[src/rtl/beep_scheduler_if.sv]
// Bundle between the four alarm requesters, the scheduler and the beeper tone generator.
// The scheduler takes the slave modport; the requester/beeper side takes the master modport.
interface beep_scheduler_if;
    logic [3:0]  req;
    logic [15:0] req_beeps;
    logic [15:0] req_duty;
    logic        beep_enable;
    logic [3:0]  duty_cycle;
    logic [3:0]  grant;
    logic [3:0]  done;
    logic        busy;

    modport master (
        output req, req_beeps, req_duty,
        input  beep_enable, duty_cycle, grant, done, busy
    );

    modport slave (
        input  req, req_beeps, req_duty,
        output beep_enable, duty_cycle, grant, done, busy
    );
endinterface

[src/rtl/beep_scheduler.sv]
// Arbitrates four alarm requesters onto one beeper and plays N on/off beeps at the winner's duty.
// Latency: grant/busy/beep_enable one edge after req is sampled in IDLE; done one cycle before next grant.
// No backpressure: requests are levels, held until done; BEEP_SCHED_RR_EN selects round-robin over fixed priority.
module beep_scheduler #(
    parameter int TICK_DIV  = 1000,
    parameter int ON_TICKS  = 100,
    parameter int OFF_TICKS = 100
) (
    input  logic              clk,
    input  logic              rst_n,
    beep_scheduler_if.slave   bus
);
    localparam int MAXT = (ON_TICKS > OFF_TICKS) ? ON_TICKS : OFF_TICKS;
    localparam int PW   = $clog2(TICK_DIV);
    localparam int TW   = $clog2(MAXT + 1);
    localparam logic [PW-1:0] PRESC_LAST = PW'(TICK_DIV - 1);
    localparam logic [TW-1:0] ON_LAST    = TW'(ON_TICKS - 1);
    localparam logic [TW-1:0] OFF_LAST   = TW'(OFF_TICKS - 1);

    typedef enum logic [1:0] {IDLE, ON, OFF} state_t;

    state_t        state, state_n;
    logic [PW-1:0] presc, presc_n;
    logic [TW-1:0] tick_cnt, tick_cnt_n;
    logic [3:0]    remain, remain_n;
    logic [3:0]    duty, duty_n;
    logic [3:0]    grant, grant_n;
    logic [3:0]    done, done_n;
    logic          beep_en, beep_en_n;
    logic          busy, busy_n;
    logic          any_req;
    logic [1:0]    win;
    logic [3:0]    sel_beeps, sel_duty;
    logic          tick;
`ifdef BEEP_SCHED_RR_EN
    logic [1:0]    ptr, ptr_n;
`endif

    // Winner selection; only consumed while IDLE.
    always_comb begin
        win     = 2'd0;
        any_req = 1'b0;
`ifdef BEEP_SCHED_RR_EN
        for (int i = 0; i < 4; i++) begin
            if (!any_req && bus.req[ptr + 2'(i)]) begin
                win     = ptr + 2'(i);
                any_req = 1'b1;
            end
        end
`else
        for (int i = 3; i >= 0; i--) begin
            if (bus.req[i]) begin
                win     = 2'(i);
                any_req = 1'b1;
            end
        end
`endif
        sel_beeps = bus.req_beeps[{win, 2'b00} +: 4];
        sel_duty  = bus.req_duty[{win, 2'b00} +: 4];
    end

    always_comb begin
        tick       = (presc == PRESC_LAST);
        state_n    = state;
        presc_n    = tick ? '0 : presc + PW'(1);
        tick_cnt_n = tick_cnt;
        remain_n   = remain;
        duty_n     = duty;
        grant_n    = grant;
        done_n     = 4'd0;
`ifdef BEEP_SCHED_RR_EN
        ptr_n      = ptr;
`endif
        case (state)
            IDLE: begin
                presc_n = '0;
                if (any_req) begin
                    state_n    = ON;
                    tick_cnt_n = '0;
                    remain_n   = (sel_beeps == 4'd0) ? 4'd1 : sel_beeps;
                    duty_n     = sel_duty;
                    grant_n    = 4'b0001 << win;
`ifdef BEEP_SCHED_RR_EN
                    ptr_n      = win + 2'd1;
`endif
                end
            end
            ON: begin
                if (tick) begin
                    if (tick_cnt == ON_LAST) begin
                        tick_cnt_n = '0;
                        remain_n   = (remain != 4'd0) ? remain - 4'd1 : 4'd0;
                        state_n    = OFF;
                    end else begin
                        tick_cnt_n = tick_cnt + TW'(1);
                    end
                end
            end
            OFF: begin
                if (tick) begin
                    if (tick_cnt == OFF_LAST) begin
                        tick_cnt_n = '0;
                        if (remain != 4'd0) begin
                            state_n = ON;
                        end else begin
                            state_n = IDLE;
                            done_n  = grant;
                            grant_n = 4'd0;
                            duty_n  = 4'd0;
                        end
                    end else begin
                        tick_cnt_n = tick_cnt + TW'(1);
                    end
                end
            end
            default: begin
                state_n = IDLE;
                grant_n = 4'd0;
                duty_n  = 4'd0;
            end
        endcase
        // Outputs are registered versions of what the next state implies.
        beep_en_n = (state_n == ON);
        busy_n    = (state_n != IDLE);
    end

    always_ff @(posedge clk or negedge rst_n) begin
        if (!rst_n) begin
            state    <= IDLE;
            presc    <= '0;
            tick_cnt <= '0;
            remain   <= 4'd0;
            duty     <= 4'd0;
            grant    <= 4'd0;
            done     <= 4'd0;
            beep_en  <= 1'b0;
            busy     <= 1'b0;
`ifdef BEEP_SCHED_RR_EN
            ptr      <= 2'd0;
`endif
        end else begin
            state    <= state_n;
            presc    <= presc_n;
            tick_cnt <= tick_cnt_n;
            remain   <= remain_n;
            duty     <= duty_n;
            grant    <= grant_n;
            done     <= done_n;
            beep_en  <= beep_en_n;
            busy     <= busy_n;
`ifdef BEEP_SCHED_RR_EN
            ptr      <= ptr_n;
`endif
        end
    end

    assign bus.beep_enable = beep_en;
    assign bus.duty_cycle  = duty;
    assign bus.grant       = grant;
    assign bus.done        = done;
    assign bus.busy        = busy;
endmodule

[src/flat_wrapper.sv]
// flat-port wrapper written by rule: the top's interface ports become plain ports
module beep_scheduler_flat 
#(
    parameter int TICK_DIV  = 1000,
    parameter int ON_TICKS  = 100,
    parameter int OFF_TICKS = 100
)
  (clk, rst_n, bus_req, bus_req_beeps, bus_req_duty, bus_beep_enable, bus_duty_cycle, bus_grant, bus_done, bus_busy);
  beep_scheduler_if bus_i ();
  input  logic clk;
  input  logic rst_n;
  input wire logic [$bits(bus_i.req)-1:0] bus_req;
  input wire logic [$bits(bus_i.req_beeps)-1:0] bus_req_beeps;
  input wire logic [$bits(bus_i.req_duty)-1:0] bus_req_duty;
  output wire logic [$bits(bus_i.beep_enable)-1:0] bus_beep_enable;
  output wire logic [$bits(bus_i.duty_cycle)-1:0] bus_duty_cycle;
  output wire logic [$bits(bus_i.grant)-1:0] bus_grant;
  output wire logic [$bits(bus_i.done)-1:0] bus_done;
  output wire logic [$bits(bus_i.busy)-1:0] bus_busy;
  assign bus_i.req = bus_req;
  assign bus_i.req_beeps = bus_req_beeps;
  assign bus_i.req_duty = bus_req_duty;
  assign bus_beep_enable = bus_i.beep_enable;
  assign bus_duty_cycle = bus_i.duty_cycle;
  assign bus_grant = bus_i.grant;
  assign bus_done = bus_i.done;
  assign bus_busy = bus_i.busy;
  beep_scheduler #(.TICK_DIV(TICK_DIV), .ON_TICKS(ON_TICKS), .OFF_TICKS(OFF_TICKS)) u_core (.clk(clk), .rst_n(rst_n), .bus(bus_i));
endmodule
[config.mk]
export PLATFORM = sky130hd
export DESIGN_NAME = beep_scheduler_flat
export DESIGN_NICKNAME = d
export VERILOG_FILES = /design/src/rtl/beep_scheduler_if.sv /design/src/rtl/beep_scheduler.sv /design/src/flat_wrapper.sv
export SDC_FILE = /design/constraint.sdc
export NUM_CORES = 1
export LEC_CHECK = 0
export ABC_AREA = 1
export BUFFER_PORTS_ARGS = -buffer_cell sky130_fd_sc_hd__buf_2
export CORE_ASPECT_RATIO = 0.8
export CORE_MARGIN = 5
export CORE_UTILIZATION = 38
export CTS_CLUSTER_DIAMETER = 120
export CTS_CLUSTER_SIZE = 25
export DETAILED_ROUTE_END_ITERATION = 12
export SKIP_LAST_GASP = 1
export SLEW_MARGIN = 10
export SYNTH_ARGS = -nofsm -noshare
export SYNTH_HDL_FRONTEND = slang
export SYNTH_SLANG_ARGS = --single-unit
[constraint.sdc]
create_clock -name clk -period 4 [get_ports clk]
set_input_delay 0.8 -clock clk [delete_from_list [all_inputs] [get_ports clk]]
set_output_delay 0.8 -clock clk [all_outputs]
set_load 0.01 [all_outputs]
# == After elaboration in Yosys (flattened, before gate mapping) ==
# Cells that the tools add are included.
# word_totals
input_bits,38
reg_bits,37
out_inout_bits,14
# op_classes
addsub,3
shift,3
n_eq_ne,12
reduce_logical,10
n_bitwise,1
mux,38
# op_table
cell,count
$mux W4,14
$shiftx A16 B5 Y4,2
$pmux W4 S3,2
$mux W7,3
$mux W10,2
$mux W2,9
$pmux W7 S2,1
$ne A2 B1 Y1 const B,6
$add A10 B1 Y10 const B,1
$eq A10 B10 Y1 const B,1
$pmux W4 S2,1
$add A7 B1 Y7 const B,1
$eq A7 B7 Y1 const B,1
$pmux W2 S3,1
$reduce_bool A2 Y1,3
$mux W1,5
$reduce_and A5 Y1,1
$eq A2 B1 Y1 const B,2
$logic_not A4 Y1,1
$reduce_and A4 Y1,1
$reduce_bool A4 Y1,1
$shl A1 B2 Y4 const A,1
$sub A4 B1 Y4 const B,1
$reduce_and A3 Y1,1
other kinds (5),5

# == Logic depth before layout (Yosys ltp) ==
# Gate-level depths: netlist of run 1.
# logic_depth
depth_word,9
mapped_depth,14
ltp_nobuf,14

# == Worst setup path before layout of run 1 ==
# No wires, ideal clock.
# synth_path
kind,input-to-reg
start,input port bus_req[1]
end,register u_core.tick_cnt[0]
arrival_ns,1.564
path_slack_ns,2.318
path_buffers,0
stages,9
path_cell_list,nor2_4 nand2_2 nor2_2 inv_2 o21ai_2 inv_2 nand2_4 inv_4 o21a_1
# synth_between
elab_chain_cells,4
# synth_lines
item,line,source
"start, declared",flat_wrapper.sv:12,input wire logic [$bits(bus_i.req)-1:0] bus_req;
$mux W1 (2 in series),beep_scheduler.sv:52,if (bus.req[i]) begin
$ne A2 B1 Y1 (no source line),-,
$reduce_and A3 Y1 (no source line),-,
"end signal, assigned",beep_scheduler.sv:144,tick_cnt <= tick_cnt_n;
"end, declared",beep_scheduler.sv:24,"logic [TW-1:0] tick_cnt, tick_cnt_n;"
# Every way passes these cells.
# A chain may end at the register's enable or synchronous reset.

# == Final worst setup path of run 1 ==
# layout_path
start,register u_core.state[0]
end,register u_core.grant[3] (netlist: u_core.bus.grant[3])
# layout_between
elab_chain_cells,3
word_cells_on_any_way,10
classes_between,eq/ne: 6; mux: 1; bitwise: 1; reduce/logical: 2
# layout_lines
item,line,source
"start, declared",beep_scheduler.sv:22,"state_t state, state_n;"
"start signal, assigned",beep_scheduler.sv:142,state <= state_n;
"$eq A2 B2 Y1, or another cell as far along",beep_scheduler.sv:74,case (state)
"$ne A2 B1 Y1 (no source line), or another cell as far along",-,
$reduce_and A5 Y1 (no source line),-,
"end signal, assigned",beep_scheduler.sv:147,grant <= grant_n;
"end, declared",beep_scheduler.sv:27,"logic [3:0] grant, grant_n;"
# Several ways; a longest one is shown, not always the timed one.

==> metrics.txt, run 1 <==
endpoints failing setup=0; Setup Buffers After CTS=0; Final HPWL DP=4230 um; Root Buffer Master=clkbuf_8; Mapped Cells=326; power density cells=556 mW/mm2; Leakage=between 0.001 and 0.0015 uW; die height=80.2 um; R2R Path Start=u_core.state[0]; Synth Cell Area=0.00234 mm2; mux cell area share after synthesis=0%; asr flop ratio synth=between 90% and 100%; Clock Path Buffers=2; status=completed; DIE AREA=between 0.007 and 0.008 mm2; Final nets=426; gr ovfl total=0; hold buffers post-CTS=0; Main synth FF type=dfrtp_1; WL per Instance=11.6 um; Post-synth top cells=83 x nand2_1, 51 x inv_1, 38 x nor2_1; Hold Vio Cnt, Final=0; CTS HTree Levels=2; initial antenna violation count=0; dpl cells=456; DR DRC count=0; Inserted Diodes=0; RSZ-0062 raised after global routing=no; crit path from=u_core.state[0]; fraction of the mapped netlist area in adder cells=3.21%; area added between synthesis and finish=19.6%; IO Port Bufs=51; Worst-Skew Late Latency=0.29 ns; leading area contributor after synthesis=dfrtp_1; post-DR vias/cell=between 4 and 5; flops & latches, synth=37; global-route wire length before repair=~9600 um; largest net degree at the start of global routing=38; Slew Limit Fails=0; Hold Crit Class=reg -> reg; met3 Resource Use GR=between 3 and 4%; Min Clock Period, post-route=2.25 ns; Final Power=between 1500 and 2000 uW; CTS Sinks=37; crit path kind=reg -> reg; post-route ant nets=0; largest family of logic cells by synthesized area=simple AND/OR/NAND/NOR gates; max_cap viols=0; core area=a little under 0.006 mm2; initial drt markers=103; post-cts repair resize count=0; layout cells sized above 1=25.3%; Initial Utilization=39.4%; Max Freq=between 0.4 and 0.5 GHz; Worst-path clk slew=about 0.08 ns; post-synthesis sequential area ratio=39.5%; synth top area cells=dfrtp_1 40%, nand2_1 13%, inv_1 8.2%; Synth Net Count=370; largest fanout on the critical path=14; critical path required time=between 4 and 5 ns; Hold Path Origin=u_core.presc[0]; Post-Synth Simple-Gate Area=33.8%; Slew headroom=45.1%; Period Utilization, post-route=56.3%; Post-synth EDFFs=0; top-count cell post-synth=nand2_1; met1 Usage GRT=20.4%; FP Rows=25; Synth Warn #=0; routed wire length=5370 um; Synth Area in Compound Gates=a little under an eighth; Design Area, Final=0.00280 mm2; top cell type's share of synthesized area=between 30% and 40%; placed inst area=0.00268 mm2; CTS tree=built; Least-Margin Pin Slew=approximately 0.82 ns; router iterations before antenna repair=4; Netlist cell types=28; fin cells=roughly 460; DR vias=2,142; M2 GR Usage=between 20 and 25%; post-synthesis area per instance=7.18 um2; WP data arrival=between 2 and 2.5 ns; setup TNS=0 ns; Clock Skew=0.00938 ns; number of global-route vias before repair=about 2,100; All-Layer GR Usage=between 10% and 20%; die outline width=97.8 um; xor and xnor area share after synthesis=1.12%; grt peak-use layer=met2; Num CTS Buffers=5; GPL Wtd Cong=0.843; CP Capture Type=register; Max VDD drop=0.159 mV; CP startpoint kind=register; IO Count=52
## metal layers
metal / routed length (um) / part of all wire [%]
met1: 2710 / 50
met4: 102 / 1.9
met3: 311 / 5.8
met5: 0 / 0
met2: 2250 / 42
## final timing paths
kind	slack, ns	endpoint	depth (start not counted)
worst min-delay path	0.47	u_core.presc[0]	1
worst max-delay path	1.75	u_core.bus.grant[3]	11
worst max register to register	1.75	u_core.bus.grant[3]	11
worst min register to register	0.47	u_core.presc[0]	1
max in group asynchronous	2.87	u_core.tick_cnt[4]	1
min in group asynchronous	0.60	u_core.presc[6]	1
## through the flow
step | util, % | hold slack (ns) | setup WS [ns]
floorplan | - | 0.433 | 2.32
global placement | 45.2 | 0.454 | 1.88
detailed placement | 45.2 | 0.460 | 1.75
CTS | 47.1 | 0.471 | 1.73
global route | 47.1 | 0.502 | 1.50
finish | 47.1 | 0.471 | 1.75
## worst max-delay path: stages (launching register included)
cell and delay (ns):
dfrtp_1 0.41, inv_1 0.14, ha_1 0.53, inv_1 0.21, nor2_2 0.18, inv_2 0.06, nand2_2 0.07, inv_2 0.04
nand2_2 0.24, inv_2 0.12, nand2_1 0.07, o21ai_0 0.07
## state kept, by name (all words and copies together) (netlist names)
name and cells:
u_core.presc 10, u_core.tick_cnt 7, u_core.bus.done 4, u_core.bus.duty_cycle 4, u_core.bus.grant 4, u_core.remain 4
u_core.state 2, u_core.bus.beep_enable 1, u_core.bus.busy 1
## cell families after synthesis
logic type | after synthesis
fa+ha+maj | 6
xor+xnor | 3
compound gates | 46
buf+inv | 62
flops | 37
simple gates | 172
## report_power, final
| part | switching, uW | leakage [uW] | internal (uW) |
|---|---|---|---|
| logic | 407 | 0.000954 | 231 |
| clock network | 133 | 0.0000585 | 203 |
| registers | 92.8 | 0.000473 | 491 |
| total | 633 | 0.00149 | 925 |
## cell type report
cell class | instances | area, um2
clock buffers | 7 | 86.3
repair buffers | 51 | 255
flip-flops and latches | 37 | 926
clock inverters | 1 | 30.0
multi-input cells | 227 | 1170
well taps | 81 | 101
fillers | 616 | 3140
inverters | 60 | 228
## placed cells by master (no fill, tap or decap), drive strengths merged
cell type	count
buf	51
nand3	22
inv	60
nor2	45
a32oi	4
clkbuf	7
o211ai	1
nor3	7
xor2	3
a21oi	9
o21ai	26
dfrtp	37
nand4	1
nand3b	1
a31oi	1
nand2	96
o21a	4
bufinv	1
ha	6
a21boi	1
Power figures use the tool's default switching activity.
==> run 2, diff against run 1 <==
Clock period 4 ns to 2.1 ns, I/O delays scaled along.
==> metrics.txt, run 2 (synthesis results as in run 1) <==
Hold Crit Class=in -> async; Worst-Skew Late Latency=0.29 ns (about the same); die outline width=97.8 um (unchanged); Clk pwr share=21.6% (about the same); largest fanout on the critical path=11 (-3); Min Clock Period, post-route=1.77 ns (-0.481 ns); Clock Skew=0.00747 ns (-0.00190 ns); WL per Instance=11.2 um (-3.2%); Final nets=430 (+0.94%); Setup Buffers After CTS=0 (unchanged); routed wire length=5250 um (-2.3%); DR vias=2,086 (-2.6%); endpoints failing setup=0 (unchanged); Slew Limit Fails=0 (unchanged); Max Freq=0.565 GHz (+27%); All-Layer GR Usage=14.2% (-0.81 points); global-route wire length before repair=9180 um (-4.6%); layout cells sized above 1=26.4% (+1.0 points); Period Utilization, post-route=84.3% (+28 points); gr ovfl total=0 (unchanged); CTS Sinks=37 (unchanged); Worst-path clk slew=0.08 ns (about the same); post-cts repair resize count=0 (unchanged); Comb power frac=41.3% (+0.4 points); Root Buffer Master=clkbuf_8; Hold Vio Cnt, Final=0 (unchanged); largest registers=u_core.presc x10, u_core.tick_cnt x7; Initial Utilization=39.4% (unchanged); Least-Margin Pin Slew=0.522 ns (-0.302 ns); area added between synthesis and finish=21.0%; Max VDD drop=0.367 mV (+130%); Num CTS Buffers=5 (unchanged); initial antenna violation count=0 (unchanged); core area=0.00594 mm2 (unchanged); Largest register FFs=10 (unchanged); max_cap viols=0 (unchanged); R2R Path Start=u_core.state[0]; hold buffers post-CTS=0 (unchanged); IO Count=52 (unchanged); post-DR vias/cell=4.46 (-3.4%); initial drt markers=123 (+19%); RSZ-0062 raised after global routing=no; IO Port Bufs=51 (unchanged); flop2flop setup slack=0.33 ns (-1.42 ns); FP Rows=25 (unchanged); fillers=611 (-0.81%); Clock Path Buffers=2 (unchanged); CTS tree=built; post-route ant nets=0 (unchanged); Inserted Diodes=0 (unchanged); WP data arrival=1.95 ns (-0.48 ns); Final HPWL DP=4170 um (-1.4%); Worst R2R Path Depth=11 (unchanged); highest-count cells in the layout ignoring fill and taps=83 x nand2_1, 51 x inv_1, 51 x buf_2; number of global-route vias before repair=1,964 (-7.2%); status=completed; power density cells=1060 mW/mm2 (+90%); cell-internal power=1780 uW (+92%); RR Endpoint=u_core.bus.grant[3]; crit path kind=reg -> reg; DIE AREA=0.00784 mm2 (unchanged); DR DRC count=0 (unchanged); CP Capture Type=register; CTS HTree Levels=2 (unchanged); Largest Register=u_core.presc; router iterations before antenna repair=4 (unchanged); largest net degree at the start of global routing=24 (-37%); P_sw=1220 uW (+93%); post-layout util=47.7% (+0.57 points); Leakage=0.00150 uW (+1.2%); critical path required time=2.28 ns (-1.90 ns); switching share of power=40.6% (about the same); commonest non-fill, non-tap cell in the layout=nand2_1; setup TNS=0 ns (unchanged); CP startpoint kind=register; Slew headroom=65.2% (+20 points); GPL Wtd Cong=0.827 (-1.9%); die height=80.2 um (unchanged); sequential share of power=37.1% (-0.4 points)
[run 2: cell count changes in the layout (fill, tap and decap cells not counted), sizes merged]
| cell | change |
|---|---|
| clkinvlp | +1 |
| clkbuf | -1 |
| buf | +4 |
[run 2: how the worst max path moves through the flow]
stage	from	depth (start not counted)	end	slack, ns
3_3_place_gp	bus_req[2]	10	u_core.bus.duty_cycle[0]	0.38
4_1_cts	u_core.state[0]	11	u_core.bus.grant[3]	0.35
2_1_floorplan	u_core.state[0]	10	u_core.tick_cnt[0]	0.57
6_report	u_core.state[0]	11	u_core.bus.grant[3]	0.33
5_1_grt	u_core.state[0]	11	u_core.bus.grant[3]	0.17
3_5_place_dp	u_core.state[0]	11	u_core.bus.grant[3]	0.36
[run 2: worst max-delay path, stage by stage (launching register included)]
cell	delay, ns
dfrtp_1	0.42
inv_1	0.13
ha_1	0.17
inv_1	0.11
nor2_2	0.15
inv_2	0.06
nand2_2	0.07
inv_2	0.04
nand2_2	0.25
inv_2	0.12
nand2_1	0.07
o21ai_0	0.07
[run 2: final cells by class]
cell class	instances	area [um2]	share of cell area (%)
repair buffers	55	285	10.1
flip-flops and latches	37	926	32.7
clock inverters	2	37.5	1.32
multi-input cells	227	1170	41.4
well taps	81	101	3.58
clock buffers	6	82.6	2.91
inverters	60	228	8.04
[run 2: through the flow]
| stage | power [uW] | instance area (um2) | hold WS [ns] | cells | setup WS (ns) |
|---|---|---|---|---|---|
| finish | 3000 | 2830 | 0.0977 | 468 | 0.329 |
| detailed placement | 2360 | 2710 | 0.431 | 460 | 0.356 |
| CTS | 3020 | 2830 | 0.120 | 468 | 0.354 |
| floorplan | 2020 | 2340 | 0.124 | 326 | 0.570 |
| global placement | 2370 | 2710 | 0.438 | 460 | 0.379 |
| global route | 3270 | 2830 | 0.124 | 468 | 0.174 |
[run 2: routing by layer]
metal	wire length (um)	GRT usage [%]
met1	2720	20.6
met2	2180	21.4
met3	299	2.95
met4	44	3.73
met5	0	0
[run 2: power groups by stage]
stage	Combinational (uW)	Sequential (uW)	Clock [uW]
after floorplan	896	1120	0
after global placement	1240	1130	0
after detailed placement	1240	1120	0
after CTS	1240	1110	665
after global routing	1420	1140	702
final	1240	1110	648
==> run 3, diff against run 2 <==
Settings changed: ABC_AREA 1 to 0.
Clock period 2.1 ns to 1.6 ns, I/O delays scaled along.
==> metrics.txt, run 3 <==
status=complete, but fails checks; failing checks=setup timing; Slew Limit Fails=0 (unchanged); Post-synth EDFFs=0 (unchanged); commonest non-fill, non-tap cell in the layout=buf_4; Max Freq=0.411 GHz (-27%); FP Rows=24 (-4.0%); top-count cell post-synth=dfrtp_1; largest fanout on the critical path=8 (-3); Final nets=397 (-7.7%); Largest register FFs=10 (unchanged); largest net degree at the start of global routing=22 (-8.3%); fillers=487 (-20%); flops & latches, synth=37 (unchanged); Hold Slack=0.390 ns (+0.292 ns); DR DRC count=0 (unchanged); initial antenna violation count=0 (unchanged); die outline width=95.3 um (-2.6%); max_cap viols=0 (unchanged); R2R Path Start=u_core.tick_cnt[2]; area added between synthesis and finish=52.4%; post-route ant nets=0 (unchanged); fin cells=432 (-7.7%); GPL Wtd Cong=0.897 (+8.5%); Mapped Cells=235 (-28%); WL per Instance=14.8 um (+32%); Slew headroom=65.9% (+0.70 points); initial drt markers=75 (-39%); IO Port Bufs=51 (unchanged); Hold Vio Cnt, Final=0 (unchanged); CTS tree=built; Final WS setup=-0.832 ns (-1.16 ns); Post-synth top cells=37 x dfrtp_1, 22 x nor2_1, 18 x o21ai_0; gr ovfl total=0 (unchanged); IO Count=52 (unchanged); highest-count cells in the layout ignoring fill and taps=61 x buf_4, 51 x buf_2, 37 x dfrtp_1; WP data arrival=2.61 ns (+0.66 ns); crit path kind=reg -> reg; Inserted Diodes=0 (unchanged); RR Endpoint=u_core.bus.duty_cycle[3]; Root Buffer Master=clkbuf_8; endpoints failing setup=35 (+35); Final HPWL DP=4590 um (+10%); post-DR vias/cell=5.17 (+16%); die height=78.2 um (-2.5%); routed wire length=6410 um (+22%); Num CTS Buffers=5 (unchanged); largest registers=u_core.presc x10, u_core.tick_cnt x7; RSZ-0062 raised after global routing=yes; dpl cells=415 (-9.8%); CP startpoint kind=register; Largest Register=u_core.presc; router iterations before antenna repair=4 (unchanged); Max VDD drop=0.438 mV (+19%); CP Capture Type=register; CTS HTree Levels=2 (unchanged); Worst-path clk slew=0.07 ns (about the same); Initial Utilization=39.8% (+0.36 points); Clock Path Buffers=2 (unchanged); global-route wire length before repair=9970 um (+8.6%); Hold Path Origin=bus_req_duty[12]; Min Clock Period, post-route=2.43 ns (+0.661 ns); number of global-route vias before repair=2,151 (+9.5%); Worst-Skew Late Latency=0.29 ns (about the same); CTS Sinks=37 (unchanged); flop2flop setup slack=-0.83 ns (-1.16 ns); post-synthesis sequential area ratio=41.9% (+2.4 points); Main synth FF type=dfrtp_1; post-synthesis area per instance=9.40 um2 (+31%); Synth Net Count=279 (-25%); Synth Warn #=0 (unchanged); top cell type's share of synthesized area=41.9% (+2.4 points); Netlist cell types=50 (+79%); asr flop ratio synth=100% (unchanged); Leakage=0.00165 uW (+9.6%); synth top area cells=dfrtp_1 42%, mux2_4 4.8%, o21ai_0 4.1%; leading area contributor after synthesis=dfrtp_1; Hold Crit Class=in -> reg; Hold Path Stages=4; critical path required time=1.78 ns (-0.50 ns); Synth Cell Area=0.00221 mm2 (-5.7%); DIE AREA=0.00745 mm2 (-5.0%); core area=0.00556 mm2 (-6.5%); Least-Margin Pin Slew=0.506 ns (-0.0159 ns); Clock Skew=0.00831 ns (+0.000832 ns); setup TNS=-15.17 ns (-15.17 ns); layout cells sized above 1=46.6% (+20 points); DR vias=2,234 (+7.1%); Worst R2R Path Depth=5 (-6); Period Utilization, post-route=152% (+68 points); All-Layer GR Usage=16.6% (+2.4 points); power density cells=574 mW/mm2 (-46%); WHS Endpoint=u_core.bus.duty_cycle[0]
run 3: metal layers:
layer,GRT usage (%),wire [um],up-vias
li1,-,-,1093
met3,3.44,255,12
met4,5.91,96,0
met1,22.8,3020,1079
met5,0,0,-
met2,25.9,3040,50
run 3: report_power, final:
part | switching (uW) | total [uW] | internal (uW) | leakage [uW]
combinational | 75.2 | 150 | 74.6 | 0.00111
clock | 342 | 849 | 507 | 0.0000574
sequential | 0.336 | 935 | 935 | 0.000477
total | 418 | 1930 | 1520 | 0.00165
run 3: cell type report:
class | instances | area [um2] | area share [%]
sequential | 37 | 926 | 27.5
multi-input combinational | 180 | 1380 | 41.0
clock inverter | 2 | 37.5 | 1.11
inverter | 9 | 33.8 | 1.00
clock buffer | 6 | 82.6 | 2.45
tap | 78 | 97.6 | 2.90
timing repair buffer | 120 | 811 | 24.1
run 3: logic make-up after synthesis:
kind of cell / Yosys count / synth area share, %
DFF: 37 / 41.9
buffers and inverters: 18 / 3.45
muxes: 15 / 8.38
adders and majority gates: 6 / 3.40
AOI/OAI and AO/OA: 58 / 17.8
and+or+nand+nor: 93 / 21.9
xor gates and xnor gates: 8 / 3.17
run 3: what timing repair did:
action	CTS	global route
pin swaps	10	17
gates resized for setup	22	22
setup buffers	3	6
gates cloned	0	0
hold buffers	1	0
endpoints found under the setup margin	27	35
hold endpoints to repair	16	0
run 3: worst max path at each step:
stage	endpoint	from	depth (start not counted)	slack [ns]
floorplan	u_core.bus.duty_cycle[0]	u_core.tick_cnt[2]	7	-0.90
global placement	u_core.bus.duty_cycle[1]	u_core.tick_cnt[2]	5	-0.88
detailed placement	u_core.bus.duty_cycle[2]	u_core.tick_cnt[2]	5	-0.91
CTS	u_core.bus.duty_cycle[2]	u_core.tick_cnt[2]	5	-0.86
global route	u_core.bus.duty_cycle[3]	u_core.tick_cnt[2]	5	-0.88
finish	u_core.bus.duty_cycle[3]	u_core.tick_cnt[2]	5	-0.83
run 3: worst max-delay path, stage by stage, from the launching register on:
cell and delay (ns):
dfrtp_1 0.38, or4b_4 0.54, or4_4 0.43, or2_4 0.25, a211o_4 0.40, mux2_4 0.31
run 3: stage by stage:
| stage | setup WS, ns | utilization [%] | total power [uW] | area, um2 |
|---|---|---|---|---|
| after floorplan | -0.896 | - | 1000 | 2230 |
| after global placement | -0.878 | 54.1 | 1100 | 3000 |
| after detailed placement | -0.910 | 54.1 | 1100 | 3000 |
| after CTS | -0.858 | 58.2 | 1950 | 3230 |
| after global routing | -0.883 | 60.6 | 2020 | 3370 |
| final | -0.832 | 60.6 | 1930 | 3370 |
